### src/rtl/pipe_ctrl_pkg.sv
// Shared definitions for the pipeline controller.
//   state_e      : 3-bit controller state encoding
//   ctl_t        : bundle of the combinational pipeline control outputs
//   OP_HLT       : opcode of the halt instruction as seen by the decoder
//   DRAIN_CYCLES_DEF : default cycles from HLT in ID until it retires from WB
package pipe_ctrl_pkg;

  typedef enum logic [2:0] {
    ST_RUN    = 3'd0,
    ST_IMISS  = 3'd1,
    ST_DMISS  = 3'd2,
    ST_DRAIN  = 3'd3,
    ST_HALTED = 3'd4
  } state_e;

  typedef struct packed {
    logic pc_en;
    logic ifid_en;
    logic idex_en;
    logic exmem_en;
    logic memwb_en;
    logic ifid_flush;
    logic idex_flush;
    logic memwb_flush;
    logic pc_redirect;
    logic tgt_latch_en;
    logic pc_use_latched;
  } ctl_t;

  localparam logic [3:0]  OP_HLT           = 4'b1111;
  localparam int unsigned DRAIN_CYCLES_DEF = 3;

endpackage

### src/rtl/sat_counter.sv
// Saturating up-counter with synchronous clear.
//   clk     : clock
//   clear_i : synchronous clear, dominates inc_i
//   inc_i   : count up by one this cycle
//   count_o : current count, sticks at all-ones instead of wrapping
module sat_counter #(
  parameter int unsigned WIDTH = 16
) (
  input  logic             clk,
  input  logic             clear_i,
  input  logic             inc_i,
  output logic [WIDTH-1:0] count_o
);

  logic [WIDTH-1:0] count_q;

  // NOTE: sequential state is written only with non-blocking assignments.
  always_ff @(posedge clk) begin
    if (clear_i) begin
      count_q <= '0;
    end else if (inc_i && (count_q != '1)) begin
      count_q <= count_q + WIDTH'(1);
    end
  end

  assign count_o = count_q;

endmodule

### src/rtl/pipeline_ctrl.sv
// Pipeline controller for a 5-stage in-order core: resolves load-use stalls,
// taken branches, I/D-cache fills and the HLT drain into per-stage write
// enables, bubble flushes and PC mux selects.
//   clk, rst_n        : clock, synchronous active-low reset
//   stall_ld          : load-to-use hazard between ID and EX
//   br_taken          : branch/jump resolved taken in ID
//   halt_id           : HLT valid in ID
//   imiss, dmiss      : I-/D-cache fill in progress (level)
//   *_en              : pipeline register write enables
//   *_flush           : load a bubble into that pipeline register
//   pc_redirect       : PC takes the live branch target
//   tgt_latch_en      : capture the branch target into the hold register
//   pc_use_latched    : PC takes the held branch target
//   halted            : registered, processor halted until reset
//   stall_count       : registered, saturating count of cycles with pc_en=0
module pipeline_ctrl
  import pipe_ctrl_pkg::*;
#(
  parameter int unsigned DRAIN_CYCLES = DRAIN_CYCLES_DEF,
  parameter int unsigned CNT_W        = 16
) (
  input  logic             clk,
  input  logic             rst_n,
  input  logic             stall_ld,
  input  logic             br_taken,
  input  logic             halt_id,
  input  logic             imiss,
  input  logic             dmiss,
  output logic             pc_en,
  output logic             ifid_en,
  output logic             idex_en,
  output logic             exmem_en,
  output logic             memwb_en,
  output logic             ifid_flush,
  output logic             idex_flush,
  output logic             memwb_flush,
  output logic             pc_redirect,
  output logic             tgt_latch_en,
  output logic             pc_use_latched,
  output logic             halted,
  output logic [CNT_W-1:0] stall_count
);

  localparam int unsigned DW = (DRAIN_CYCLES > 1) ? $clog2(DRAIN_CYCLES + 1) : 1;

  state_e        state_q, state_d, eff_state;
  logic          pend_q, pend_d;
  logic [DW-1:0] drain_q, drain_d;
  logic          halted_q, halted_d;
  ctl_t          ctl;

  // NOTE: every signal written here gets a default first, so no latch is inferred.
  always_comb begin
    ctl          = '{pc_en: 1'b1, ifid_en: 1'b1, idex_en: 1'b1, exmem_en: 1'b1,
                     memwb_en: 1'b1, default: 1'b0};
    state_d      = state_q;
    pend_d       = pend_q;
    drain_d      = drain_q;
    halted_d     = halted_q;
    // The first cycle after a D-miss clears is decoded exactly like RUN, so
    // an I-miss still pending at that point is caught without a free fetch.
    eff_state    = ((state_q == ST_DMISS) && !dmiss) ? ST_RUN : state_q;

    if (rst_n) begin
      case (eff_state)
        ST_RUN: begin
          if (dmiss) begin
            {ctl.pc_en, ctl.ifid_en, ctl.idex_en, ctl.exmem_en} = 4'b0000;
            ctl.memwb_flush = 1'b1;
            state_d         = ST_DMISS;
          end else if (halt_id) begin
            ctl.pc_en      = 1'b0;
            ctl.ifid_flush = 1'b1;
            drain_d        = DW'(DRAIN_CYCLES);
            state_d        = ST_DRAIN;
          end else if (stall_ld) begin
            ctl.pc_en      = 1'b0;
            ctl.ifid_en    = 1'b0;
            ctl.idex_flush = 1'b1;
          end else if (br_taken && imiss) begin
            ctl.pc_en        = 1'b0;
            ctl.ifid_flush   = 1'b1;
            ctl.tgt_latch_en = 1'b1;
            pend_d           = 1'b1;
            state_d          = ST_IMISS;
          end else if (br_taken) begin
            ctl.pc_redirect = 1'b1;
            ctl.ifid_flush  = 1'b1;
          end else if (imiss) begin
            ctl.pc_en      = 1'b0;
            ctl.ifid_flush = 1'b1;
            state_d        = ST_IMISS;
          end else begin
            // A held target left over from an I-miss that finished while a
            // D-miss blocked the front end is consumed on the next free fetch.
            ctl.pc_use_latched = pend_q;
            pend_d             = 1'b0;
          end
        end
        ST_IMISS: begin
          if (dmiss) begin
            {ctl.pc_en, ctl.ifid_en, ctl.idex_en, ctl.exmem_en} = 4'b0000;
            ctl.memwb_flush = 1'b1;
            state_d         = ST_DMISS;
          end else if (stall_ld) begin
            // Exit waits for the hazard to clear so the held target is not
            // dropped on a cycle where the PC cannot load.
            ctl.pc_en      = 1'b0;
            ctl.ifid_en    = 1'b0;
            ctl.idex_flush = 1'b1;
          end else if (imiss) begin
            ctl.pc_en      = 1'b0;
            ctl.ifid_flush = 1'b1;
          end else begin
            ctl.pc_use_latched = pend_q;
            pend_d             = 1'b0;
            state_d            = ST_RUN;
          end
        end
        ST_DMISS: begin
          {ctl.pc_en, ctl.ifid_en, ctl.idex_en, ctl.exmem_en} = 4'b0000;
          ctl.memwb_flush = 1'b1;
        end
        ST_DRAIN: begin
          if (dmiss) begin
            {ctl.pc_en, ctl.ifid_en, ctl.idex_en, ctl.exmem_en} = 4'b0000;
            ctl.memwb_flush = 1'b1;
            state_d         = ST_DMISS;
          end else begin
            ctl.pc_en      = 1'b0;
            ctl.ifid_flush = 1'b1;
            if (drain_q <= DW'(1)) begin
              drain_d  = '0;
              halted_d = 1'b1;
              state_d  = ST_HALTED;
            end else begin
              drain_d = drain_q - DW'(1);
            end
          end
        end
        ST_HALTED: begin
          {ctl.pc_en, ctl.ifid_en, ctl.idex_en, ctl.exmem_en, ctl.memwb_en} = 5'b00000;
        end
        default: state_d = ST_RUN;
      endcase
    end
  end

  always_ff @(posedge clk) begin
    if (!rst_n) begin
      state_q  <= ST_RUN;
      pend_q   <= 1'b0;
      drain_q  <= '0;
      halted_q <= 1'b0;
    end else begin
      state_q  <= state_d;
      pend_q   <= pend_d;
      drain_q  <= drain_d;
      halted_q <= halted_d;
    end
  end

  sat_counter #(.WIDTH(CNT_W)) u_stall_cnt (
    .clk     (clk),
    .clear_i (!rst_n),
    .inc_i   (!ctl.pc_en),
    .count_o (stall_count)
  );

  assign pc_en          = ctl.pc_en;
  assign ifid_en        = ctl.ifid_en;
  assign idex_en        = ctl.idex_en;
  assign exmem_en       = ctl.exmem_en;
  assign memwb_en       = ctl.memwb_en;
  assign ifid_flush     = ctl.ifid_flush;
  assign idex_flush     = ctl.idex_flush;
  assign memwb_flush    = ctl.memwb_flush;
  assign pc_redirect    = ctl.pc_redirect;
  assign tgt_latch_en   = ctl.tgt_latch_en;
  assign pc_use_latched = ctl.pc_use_latched;
  assign halted         = halted_q;

endmodule

### config.mk
export PLATFORM = sky130hd
export DESIGN_NAME = pipeline_ctrl
export DESIGN_NICKNAME = d
export VERILOG_FILES = /design/src/rtl/pipe_ctrl_pkg.sv /design/src/rtl/sat_counter.sv /design/src/rtl/pipeline_ctrl.sv
export SDC_FILE = /design/constraint.sdc
export NUM_CORES = 1
export LEC_CHECK = 0
export BUFFER_PORTS_ARGS = -buffer_cell sky130_fd_sc_hd__buf_2
export CAP_MARGIN = 20
export CORE_UTILIZATION = 47
export DETAILED_ROUTE_END_ITERATION = 10
export PLACE_DENSITY_LB_ADDON = 0.25
export SETUP_SLACK_MARGIN = 0.3
export SYNTH_ARGS = -nofsm -noshare
export SYNTH_HDL_FRONTEND = slang
export SYNTH_SLANG_ARGS = --single-unit
### constraint.sdc
create_clock -name clk -period 1.75 [get_ports clk]
set_input_delay 0.175 -clock clk [delete_from_list [all_inputs] [get_ports clk]]
set_output_delay 0.175 -clock clk [all_outputs]
set_load 0.03 [all_outputs]
# --- After elaboration in Yosys (flattened, before gate mapping) ---
# Index checks and enable logic that the tools add are counted.
word_totals:
  inputBits: 7
  elab_cells: 114
  register_bits: 23
classes:
  eq_ne: 20
  n_bitwise: 2
  add_sub_neg: 2
  mux: 70
  n_reduce_logical: 14
  n_lt_le_gt_ge: 1
op_table:
  columns: ["cell", "count"]
  rows:
  - ["two-way mux 3 bit", 16]
  - ["two-way mux 1 bit", 35]
  - ["two-way mux 2 bit", 10]
  - ["adder 16 x 1 -> 16 bit, second input constant", 1]
  - ["inequality test 16 bit, second input constant", 1]
  - ["case mux 4 bit (4 select lines)", 1]
  - ["inequality test 2 bit, second input constant", 7]
  - ["AND reduction 7 bit", 2]
  - ["inequality test 3 bit, second input constant", 4]
  - ["case mux 3 bit (4 select lines)", 1]
  - ["two-way mux 11 bit", 1]
  - ["inequality test 5 bit, second input constant", 2]
  - ["equality test 3 x 2 -> 1 bit, second input constant", 3]
  - ["case mux 1 bit (2 select lines)", 4]
  - ["inequality test 4 bit, second input constant", 1]
  - ["case mux 2 bit (2 select lines)", 1]
  - ["AND reduction 4 bit", 1]
  - ["nonzero test 2 bit", 2]
  - ["equality test 3 x 1 -> 1 bit, second input constant", 1]
  - ["equality test 3 bit, second input constant", 1]
  - ["logical AND 1 bit", 3]
  - ["logical NOT 3 bit", 1]
  - ["case mux 1 bit (3 select lines)", 1]
  - ["AND reduction 3 bit", 1]
  - ["6 further kinds", 8]

# --- Logic depth before layout (Yosys ltp) ---
# Gate-level depths: netlist of run 1.
logic_depth:
  word_depth: 10
  ltp_mapped: 6

# --- By module ---
# Synthesis of run 1 repeated with hierarchy kept, for this count alone.
unflattened:
  hier_cells: 179
  hier_area_um2: 1432.6
modules_own_cells:
  columns: ["module", "n_inst", "seq_area_each_um2", "area_per_inst_um2", "cells_per_inst"]
  rows:
  - ["sat_counter", 1, 320.3, 848.3, 99]
  - ["pipeline_ctrl", 1, 140.1, 584.3, 80]

# --- Least setup slack after synthesis of run 1 ---
# OpenSTA, ideal clock, no wires.
synth_path:
  path_type: "register -> output"
  from: "reg state_q[0]"
  to: "out idex_en"
  stages_incl_launch_ff: 5
  t_required_ns: 1.575
  setup_slack_ns: -0.287
  arrival_time_ns: 1.862
  path_buffers: 2
  path_cell_list: "dfxtp_1 -> clkbuf_1 -> nor3b_1 -> o21ai_0 -> buf_4"
synth_via:
  elab_chain_len: 7
  word_cells_on_any_way: 11
synth_lines:
  columns: ["item", "line", "text"]
  rows:
  - ["from (decl)", "pipeline_ctrl.sv:46", "state_e state_q, state_d, eff_state;"]
  - ["from (signal assigned)", "pipeline_ctrl.sv:156", "state_q <= state_d;"]
  - ["equality test 3 x 2 -> 1 bit", "pipeline_ctrl.sv:62", "eff_state = ((state_q == ST_DMISS) && !dmiss) ? ST_RUN : state_q;"]
  - ["logical AND 1 bit", "pipeline_ctrl.sv:62", null]
  - ["two-way mux 3 bit (*)", "pipeline_ctrl.sv:62", null]
  - ["equality test 3 bit or equality test 3 x 2 -> 1 bit (tied branches)", "pipeline_ctrl.sv:65", "case (eff_state)"]
  - ["OR reduction 2 bit (no source line)", null, null]
  - ["case mux 4 bit (4 select lines) (*)", "pipeline_ctrl.sv:65", null]
  - ["two-way mux 11 bit (*)", "pipeline_ctrl.sv:64", "if (rst_n) begin"]
  - ["to (decl)", "pipeline_ctrl.sv:31", "output logic idex_en,"]
# Mark *: on every way between the ends. The rest lies on a longest branch, timed or not.

# --- Final worst setup path of run 1 ---
layout_path:
  from: "reg state_q[2]"
  to: "out pc_en"
layout_via:
  elab_chain_len: 7
  word_cells_on_any_way: 11
layout_lines:
  columns: ["item", "line", "text"]
  rows:
  - ["equality test 3 x 2 -> 1 bit", "pipeline_ctrl.sv:62", null]
  - ["logical AND 1 bit", "pipeline_ctrl.sv:62", null]
  - ["two-way mux 3 bit (*)", "pipeline_ctrl.sv:62", null]
  - ["equality test 3 bit or equality test 3 x 2 -> 1 bit (tied branches)", "pipeline_ctrl.sv:65", null]
  - ["OR reduction 2 bit (no source line)", null, null]
  - ["case mux 4 bit (4 select lines) (*)", "pipeline_ctrl.sv:65", null]
  - ["two-way mux 11 bit (*)", "pipeline_ctrl.sv:64", null]
  - ["to (decl)", "pipeline_ctrl.sv:29", "output logic pc_en,"]
# Marked as above.

==> run metrics, run 1 <==
status finished, violations left; failing checks setup timing; vias in the first global route about 1,400; DRT Pass-1 Iters 4; Root Driver clkbuf_4; final core occ 0.746; Clock Path Buffers 2; Layout area overhead 48.2%; Least-Margin Pin Slew 0.351 ns; HPWL after DPL ~2.6 mm; min Tclk post-route between 1.5 and 2 ns; Fmax approximately 560 MHz; worst path cell trace or4_4, o211ai_4, buf_12, buf_8; DRC errors left 0; register share of total power 0.510; CP Launch Point state_q[2]; Clk pwr share 0.238; Rel. slew slack 0.760; Setup crit end kind primary output; Cell Count, Final, Fillers Out roughly 260; max cap viols 0; DIE AREA 3200 um^2; gr usage total 0.253; antenna violations before repair 0; Die Y around 57 um; Row Count 19; DP Cell Count between 200 and 250; core area approximately 2800 um^2; crit start category flop; leading cell types in the layout, fill and taps excluded buf_2 (24), buf_4 (21), nand2_1 (19), buf_6 (13); Mapped Cells about 170; DR vias between 1,500 and 2,000; fin nets between 200 and 250; Fin Hold WS 0.278 ns; Pwr per Cell Area roughly 520 nW/um^2; Tcrit/Tclk final 1.02; clock skew 0.00113 ns; max-slew violation count 0; CTS Buf Count 3; routed len/inst 15.2 um; FF-to-FF setup slack about 0.07 ns; clock sinks 23; total routed wirelength between 3 and 4 mm; Routed Antenna Nets 0; pin count of the biggest net entering global routing 27; synthesized cell area 1400 um^2; crit path DAT approximately 1.6 ns; share of cells above drive strength 1 0.513; Avg Inst Size Synth just over 8 um^2; Crit Path Class flop to primary output; IO Pins 35; CTS tree done; Overflow after GRT 0; critical path endpoint pc_en; DP Area 1730 um^2; CP required around 1.6 ns; sw frac 0.315; CTS Hold Bufs 0; Setup violations, final 2; RSZ-0062 raised after global routing true; synth top area cells dfxtp_1 (33%), mux2i_1 (7.1%), nand2_1 (5.9%), nand2b_1 (4.5%), a21oi_1 (3.2%); clock transition at the registers of the reported paths roughly 0.13 ns; Post-synth EDFFs 0; CTS H-tree depth 1; Pint 0.737 mW; Worst R2R Path Depth 6; final hold vios 0; net switching power of the design roughly 0.34 mW; Logic pwr share 0.253; I/O Buffers 34; Post-Layout Inst Area roughly 2100 um^2; peak fanout along the critical path 3; DIE WIDTH 56.6 um; LEAKAGE 0.793 nW; gp weighted congestion slightly below 0.8; vias per cell 5.94; Power Total about 1.1 mW; sequential share of the synthesized area 0.329; Yosys top cell area share 0.329; async set-reset flop share out of synthesis 0; Synth Register Bits 23; Synth warnings 0; reg-to-reg startpoint state_q[0]; Hold Path Class input pin to flop; final worst slack -0.0345 ns; Initial Util 0.503; crit-path max cell delay roughly 0.46 ns; Post-synth top flop dfxtp_1; RR Endpoint u_stall_cnt.count_o[10]; most common cell after layout, fill and taps aside buf_2; peak supply drop roughly 0.00049 V; Unique masters post-synth 45; syn nets 180; antenna cells 0; post-route setup TNS -0.0628 ns; cell taking the most area after synthesis dfxtp_1; Slowest cell on crit path or4_4; initial DRC count 78; first-pass GRT wire length approximately 6.5 mm; worst skew pair latency about 0.31 ns; pre-CTS WS 0.118 ns
power by group through the flow:
stage / Combinational [mW] / Sequential, mW / Clock [mW]
after floorplan: 0.135 / 0.566 / 0
after global placement: 0.196 / 0.558 / 0
after detailed placement: 0.203 / 0.559 / 0
after CTS: 0.259 / 0.548 / 0.260
after global routing: 0.290 / 0.551 / 0.289
final: 0.272 / 0.549 / 0.256
what timing repair did:
item / CTS / global route
buffers inserted: 10 / 1
endpoints found under the setup margin: 27 / 27
pin swaps: 14 / 5
resized for setup: 49 / 11
cloned: 1 / 0
endpoints found under the hold margin: 0 / 0
worst min path at each step:
stage                                       from                endpoint  slack (ns)  cells past startpoint
final                                    halt_id              state_q[0]        0.28                      3
after floorplan                            rst_n  u_stall_cnt.count_o[9]        0.32                      2
after global placement    u_stall_cnt.count_o[5]  u_stall_cnt.count_o[5]        0.44                      1
after detailed placement  u_stall_cnt.count_o[5]  u_stall_cnt.count_o[5]        0.45                      1
after global routing                     halt_id              state_q[0]        0.28                      3
after CTS                                halt_id              state_q[0]        0.25                      3
layout make-up:
class                   count  area, um^2
clock buffers               3        22.5
clock inverters             1        5.00
fillers                   188         707
inverters                   6        22.5
multi-input cells         131        1030
flip-flops and latches     23         495
well taps                  31        38.8
repair buffers             60         459
registers in the layout, indices dropped and copies added, names as in the netlist:
name and count:
pend_q 1, halted 1, state_q 3, u_stall_cnt.count_o 16, drain_q 2
routing by layer:
layer  GRT usage  up-vias  wire length, um
met5           0        -                0
met4      0.0906        0               31
met1       0.285      732             1560
li1            -      733                -
met3      0.0207        4              140
met2       0.487       45             2150
logic make-up (layout without fill, tap and decap cells):
kind of cell,count (synthesis),after routing,share of synthesized area
AND/OR/NAND/NOR,84,84,0.331
AO/OA/AOI/OAI,35,35,0.168
flip-flops,23,23,0.329
buffers and inverters,18,70,0.0813
multiplexers,11,11,0.0822
adder cells (fa/ha/maj),1,1,0.00894
critical path, delay by kind of cell (launching register included):
family | cells | cell delay (ns)
buf+inv | 2 | 0.24
compound gates | 1 | 0.21
simple gates | 1 | 0.46
flops | 1 | 0.38
cells in the mapped netlist, types with 2 or more instances:
cell and count:
buf_4 3, inv_1 5, o31ai_1 4, a21oi_1 9, buf_6 4, nand2_1 22, o41ai_1 2, o21ai_1 2
and4_1 3, mux2i_1 10, or4_1 3, nor3b_1 3, o311ai_1 2, nand4_1 2, nor2_1 12, clkbuf_1 3
nand2b_1 10, nand3_1 5, dfxtp_1 23, a31oi_1 2, nor4_1 5, o21ai_0 8, nor3_1 8
Note: power is estimated with default switching activity, not from simulation.
==> run 2, diff against run 1 <==
--- a/config.mk
+++ b/config.mk
@@ -8,9 +8,11 @@
 export BUFFER_PORTS_ARGS = -buffer_cell sky130_fd_sc_hd__buf_2
 export CAP_MARGIN = 20
 export CORE_UTILIZATION = 47
+export CTS_CLUSTER_DIAMETER = 200
 export DETAILED_ROUTE_END_ITERATION = 10
 export PLACE_DENSITY_LB_ADDON = 0.25
 export SETUP_SLACK_MARGIN = 0.3
 export SYNTH_ARGS = -nofsm -noshare
 export SYNTH_HDL_FRONTEND = slang
+export SYNTH_HIERARCHICAL = 1
 export SYNTH_SLANG_ARGS = --single-unit
==> run metrics, run 2 <==
status finished, violations left; failing checks DRC, setup timing; cell taking the most area after synthesis dfxtp_1; core area 2830 um^2 (+1.7%); Synth Register Bits 23 (unchanged); max reg flops 16 (unchanged); final core occ 0.789 (+0.0427); Yosys top cell area share 0.321 (-0.00747); peak fanout along the critical path 5 (+2); vias per cell 6.27 (+5.7%); post-synthesis mux area share 0.0367 (-0.0455); final worst slack -0.139 ns (-0.105 ns); Die Y 57.2 um (+1.1%); adder-cell share of the synthesized area 0.00873 (-0.000203); crit path DAT 2.14 ns (+0.53 ns); post-route setup TNS -1.46 ns (-1.40 ns); DIE AREA 3270 um^2 (+2.2%); clock sinks 23 (unchanged); Root Driver clkbuf_4; Crit Path Class flop to flop; Post-synth EDFFs 0 (unchanged); Fillers 183 (-2.7%); IO Pins 35 (unchanged); worst path cell trace nor3_4, nor3b_4, a21oi_2, o211a_1, buf_4, inv_2, or4_1, a21oi_2; HPWL after DPL 2.90 mm (+14%); Overflow after GRT 0 (unchanged); Hold Path Class input pin to flop; Fmax 529 MHz (-5.6%); Rel. slew slack 0.741 (-0.0188); final hold vios 0 (unchanged); CTS Buf Count 3 (unchanged); LEAKAGE 0.894 nW (+13%); min Tclk post-route 1.89 ns (+0.105 ns); Avg Inst Size Synth 8.00 um^2 (-1.7%); Setup violations, final 21 (+19); CP Launch Point state_q[2]; Unique masters post-synth 46 (+2.2%); global-route met1 utilization 0.373 (+0.0881); Synth Area in XOR/XNOR 0.0122 (+0.0122); hold path cells 2 (-1); CP required 2.00 ns (+0.43 ns); Compound-Gate Fraction of Synth Area 0.214 (+0.0460); Least-Margin Pin Slew 0.378 ns (+0.0275 ns); Slowest cell on crit path or4_1; GRT met2 Usage 0.464 (-0.0235); main combinational cell family by area after synthesis simple AND/OR/NAND/NOR gates; total routed wirelength 4.70 mm (+21%); reg-to-reg startpoint state_q[2]; share of cells above drive strength 1 0.545 (+0.0321); most used cell, CP a21oi_2; most common cell after layout, fill and taps aside buf_4; syn nets 187 (+3.9%); vias in the first global route 1,538 (+6.9%); Synth warnings 6 (+6); Layout area overhead 55.7%; Mapped Cells 179 (+4.1%); Clock Path Buffers 2 (unchanged); leading cell types in the layout, fill and taps excluded buf_4 (32), buf_2 (24), nor2_1 (16), dfxtp_4 (13), buf_6 (12); pin count of the biggest net entering global routing 13 (-52%); top post-synthesis cells by count dfxtp_1 (23), nor2_1 (17), a21oi_1 (15), nand2_1 (12), o21ai_0 (11); DR vias 1,713 (+13%); max-slew violation count 0 (unchanged); grt met3 use 0.0590 (+0.0382); Initial Util 0.506 (+0.00304); I/O Buffers 34 (unchanged); gr usage total 0.280 (+0.0264); crit-path max cell delay 0.53 ns (+0.07 ns); worst skew pair latency 0.31 ns (about the same); antenna violations before repair 0 (unchanged); CTS tree done; Worst Hold Launch rst_n; GR peak layer met2; Fin Hold WS 0.153 ns (-0.125 ns); peak supply drop 0.000485 V (-1.6%); Setup crit end kind flop; Tcrit/Tclk final 1.08 (+0.0600); CTS H-tree depth 1 (unchanged); clock skew 0.000878 ns (-0.000251 ns); antenna cells 0 (unchanged); synthesized cell area 1430 um^2 (+2.3%); Pwr per Cell Area 478 nW/um^2 (-7.9%); Row Count 19 (unchanged); DIE WIDTH 57.2 um (+1.1%); pre-CTS WS -0.108 ns (-0.226 ns); sequential share of the synthesized area 0.321 (-0.00747); crit start category flop; DRC errors left 3 (+3); Synth Area in Simple Gates 0.350 (+0.0196); Post-synth top flop dfxtp_1; Worst R2R Path Depth 8 (+2); initial DRC count 92 (+18%); DRT Pass-1 Iters 7 (+3); fin nets 251 (+7.7%); clock transition at the registers of the reported paths 0.12 ns (about the same); routed len/inst 17.2 um (+13%); first-pass GRT wire length 7.20 mm (+11%); Power Total 1.07 mW (-0.94%); RSZ-0062 raised after global routing true; gp weighted congestion 0.936 (+18%); most frequent cell after synthesis dfxtp_1; max cap viols 0 (unchanged); Routed Antenna Nets 0 (unchanged); synth top area cells dfxtp_1 (32%), a21oi_1 (5.2%), nor2_1 (4.5%), o21ai_0 (3.8%), or4_1 (3.7%); async set-reset flop share out of synthesis 0 (unchanged)
==> run 2: cell types whose count changed in the layout (fill, tap and decap cells not counted), moves of 4 or more <==
cell,before,now
mux2i_1,10,2
nand2_1,19,8
dfxtp_4,7,13
nand3_1,4,8
buf_4,21,32
nand2b_1,10,4
a21oi_2,2,7
or4_1,1,5
o211ai_1,0,4
dfxtp_1,9,5
nor2_1,8,16
==> run 2: where the power goes <==
| part | leakage (nW) | internal, mW | switching (mW) |
|---|---|---|---|
| logic | 0.680 | 0.125 | 0.153 |
| clock network | 0.0150 | 0.0891 | 0.159 |
| registers | 0.199 | 0.522 | 0.0187 |
==> run 2: through the flow <==
stage / instances / instance area, um^2
2_1_floorplan: 179 / 1530
3_3_place_gp: 257 / 1850
3_5_place_dp: 257 / 1850
4_1_cts: 271 / 2090
5_1_grt: 273 / 2230
6_report: 273 / 2230
==> run 2: logic make-up (layout without fill, tap and decap cells) <==
| kind of cell | after synthesis | count (layout) |
|---|---|---|
| AOI/OAI and AO/OA | 48 | 48 |
| xor gates and xnor gates | 2 | 2 |
| adders and majority gates | 1 | 1 |
| buffers and inverters | 19 | 82 |
| DFF | 23 | 23 |
| muxes | 5 | 5 |
| and+or+nand+nor | 81 | 81 |
==> run 2: metal layers <==
layer  routed length, um  part of all wire  vias to the layer above
met5                   0                 0                        -
met3                 271             0.058                       14
li1                    -                 -                      805
met4                  81             0.017                        0
met1                1990              0.42                      814
met2                2360              0.50                       80
==> run 2: what timing repair did <==
action | in CTS | in global routing
pin swaps | 18 | 14
setup buffers | 10 | 2
hold buffers | 0 | 0
endpoints found under the setup margin | 26 | 28
gates resized for setup | 37 | 29
==> run 2: path summary, 6_finish.rpt <==
kind                                 end  slack [ns]
setup / recovery  u_stall_cnt/count_o[3]       -0.14
hold / removal                state_q[1]        0.15
setup reg to reg  u_stall_cnt/count_o[3]       -0.14
hold reg to reg                   halted        0.49
==> run 2: cell type report <==
| type | instances | area [um^2] | share of cell area |
|---|---|---|---|
| sequential | 23 | 515 | 0.231 |
| tap | 31 | 38.8 | 0.0174 |
| multi-input combinational | 137 | 1100 | 0.495 |
| inverter | 9 | 36.3 | 0.0163 |
| timing repair buffer | 69 | 510 | 0.229 |
| clock buffer | 4 | 26.3 | 0.0118 |
==> run 2: critical path: cells and delay by family (launching register included) <==
family | cells | cell delay [ns]
AOI/OAI and AO/OA | 3 | 0.49
buffers and inverters | 2 | 0.20
DFF | 1 | 0.41
and+or+nand+nor | 3 | 0.73
==> run 3, diff against run 2 <==
--- a/config.mk
+++ b/config.mk
@@ -7,10 +7,12 @@
 export LEC_CHECK = 0
 export BUFFER_PORTS_ARGS = -buffer_cell sky130_fd_sc_hd__buf_2
 export CAP_MARGIN = 20
+export CORE_MARGIN = 4
 export CORE_UTILIZATION = 47
 export CTS_CLUSTER_DIAMETER = 200
 export DETAILED_ROUTE_END_ITERATION = 10
 export PLACE_DENSITY_LB_ADDON = 0.25
+export REMOVE_ABC_BUFFERS = 1
 export SETUP_SLACK_MARGIN = 0.3
 export SYNTH_ARGS = -nofsm -noshare
 export SYNTH_HDL_FRONTEND = slang
==> run metrics, run 3 (synthesized netlist as in run 2, its figures left out) <==
status finished, violations left; failing checks setup timing; Root Driver clkbuf_4; DIE AREA 4000 um^2 (+22%); Overflow after GRT 0 (unchanged); Least-Margin Pin Slew 0.388 ns (+0.00947 ns); CTS tree done; vias per cell 6.22 (-0.90%); antenna cells 0 (unchanged); Crit Path Class flop to flop; IO Pins 35 (unchanged); Setup violations, final 23 (+9.5%); crit start category flop; DIE WIDTH 63.2 um (+10%); DP Area 1850 um^2 (-0.20%); peak supply drop 0.000473 V (-2.4%); Fmax 492 MHz (-7.0%); CP required 1.95 ns (-0.05 ns); Die Y 63.2 um (+10%); Tcrit/Tclk final 1.16 (+0.0807); leading cell types in the layout, fill and taps excluded buf_4 (39), buf_2 (23), dfxtp_1 (18), nor2_1 (15), buf_6 (15); max cap viols 0 (unchanged); routed len/inst 18.2 um (+5.9%); gp weighted congestion 0.962 (+2.8%); crit path DAT 2.23 ns (+0.09 ns); total routed wirelength 5.18 mm (+10%); Setup crit end kind flop; min Tclk post-route 2.03 ns (+0.141 ns); Hold Path Class input pin to flop; pin count of the biggest net entering global routing 15 (+2); antenna violations before repair 0 (unchanged); vias in the first global route 1,660 (+7.9%); hold endpoint pend_q; RR Endpoint u_stall_cnt/count_o[10]; Initial Util 0.506 (unchanged); max reg flops 16 (unchanged); core area 2830 um^2 (unchanged); CTS Buf Count 3 (unchanged); pre-CTS WS -0.227 ns (-0.119 ns); HPWL after DPL 3.18 mm (+9.9%); crit-path max cell delay 0.39 ns (-0.14 ns); Rel. slew slack 0.741 (about the same); I/O Buffers 34 (unchanged); worst skew pair latency 0.31 ns (about the same); Routed Antenna Nets 0 (unchanged); final core occ 0.854 (+0.0659); worst path cell trace nor3_4, nor3b_4, a21oi_2, o211a_1, buf_6, nand4_1, nor3_2, mux2i_1, nor2_1; final hold vios 0 (unchanged); initial DRC count 134 (+46%); Slowest cell on crit path dfxtp_2; hold path cells 3 (+1); clock transition at the registers of the reported paths 0.12 ns (about the same); gr usage total 0.240 (-0.0396); share of cells above drive strength 1 0.581 (+0.0356); RSZ-0062 raised after global routing true; DR vias 1,766 (+3.1%); FF-to-FF setup slack -0.28 ns (-0.14 ns); first-pass GRT wire length 7.77 mm (+7.9%); reg-to-reg startpoint state_q[0]; peak fanout along the critical path 3 (-2); CTS H-tree depth 1 (unchanged); Clock Path Buffers 2 (unchanged); DRT Pass-1 Iters 4 (-3); Worst Hold Launch br_taken; Worst R2R Path Depth 9 (+1); clock sinks 23 (unchanged); Top delay family on crit path simple AND/OR/NAND/NOR gates; post-route setup TNS -2.34 ns (-0.880 ns); fin nets 262 (+4.4%); Row Count 19 (unchanged); clock skew 0.00725 ns (+0.00637 ns); max-slew violation count 0 (unchanged); CTS Hold Bufs 0 (unchanged); Post-Layout Inst Area 2420 um^2 (+8.4%); Pwr per Cell Area 469 nW/um^2 (-1.8%); most common cell after layout, fill and taps aside buf_4; buffers and inverters on the worst path 1 (-1); DRC errors left 0 (-3); Layout area overhead 68.7%; LEAKAGE 0.961 nW (+7.5%); final worst slack -0.281 ns (-0.141 ns)
==> run 3: cell count changes in the layout (fill, tap and decap cells not counted), moves of 3 or more <==
cell,change
nand2b_1,-3
or4_1,-3
a21oi_2,+3
buf_6,+3
a21oi_1,-3
buf_4,+7
o31ai_1,-3
nand2b_4,+3
dfxtp_4,-12
or4_4,+3
dfxtp_1,+13
==> run 3: final cells by class <==
cell class,instances,area (um^2)
multi-input combinational,137,1190
clock buffer,4,26.3
sequential,23,469
tap,31,38.8
timing repair buffer,80,644
fill,148,412
inverter,9,46.3
==> run 3: worst max-delay path by stage <==
stage	startpoint	to	slack [ns]	depth (start not counted)
after floorplan	state_q[0]	exmem_en	-0.58	3
after global placement	state_q[2]	u_stall_cnt/count_o[11]	-0.18	7
after detailed placement	state_q[2]	u_stall_cnt/count_o[11]	-0.23	7
after CTS	state_q[2]	pc_use_latched	-0.08	5
after global routing	state_q[2]	u_stall_cnt/count_o[10]	-0.28	9
final	state_q[0]	u_stall_cnt/count_o[10]	-0.28	9
==> run 3: power breakdown <==
part	internal, mW	switching (mW)	total [mW]
combinational	0.153	0.173	0.326
clock	0.0891	0.165	0.254
sequential	0.537	0.0172	0.554
total	0.780	0.355	1.13
==> run 3: per-layer routing <==
metal	up-vias	track usage	part of all wire
met5	-	0	0
met4	0	0.0755	0.012
met3	8	0.0444	0.071
met2	76	0.381	0.49
met1	856	0.329	0.43
li1	826	-	-
==> run 3: repair_timing <==
item                                    in CTS  in global routing
setup buffers                                9                  2
gates resized for setup                     79                 31
pin swaps                                   33                 15
hold endpoints to repair                     0                  0
cloned                                       1                  0
endpoints found under the setup margin      28                 33
==> run 3: per-stage QoR <==
step | hold slack, ns | power [mW] | std cells
2_1_floorplan | 0.317 | 0.673 | 169
3_3_place_gp | 0.452 | 0.766 | 268
3_5_place_dp | 0.478 | 0.774 | 268
4_1_cts | 0.296 | 1.10 | 282
5_1_grt | 0.297 | 1.19 | 284
6_report | 0.308 | 1.13 | 284
==> run 3: tightest hold or removal path, delay by kind of cell <==
family	cells	cell delay, ns
AND/OR/NAND/NOR	2	0.31
buffers and inverters	1	0.11
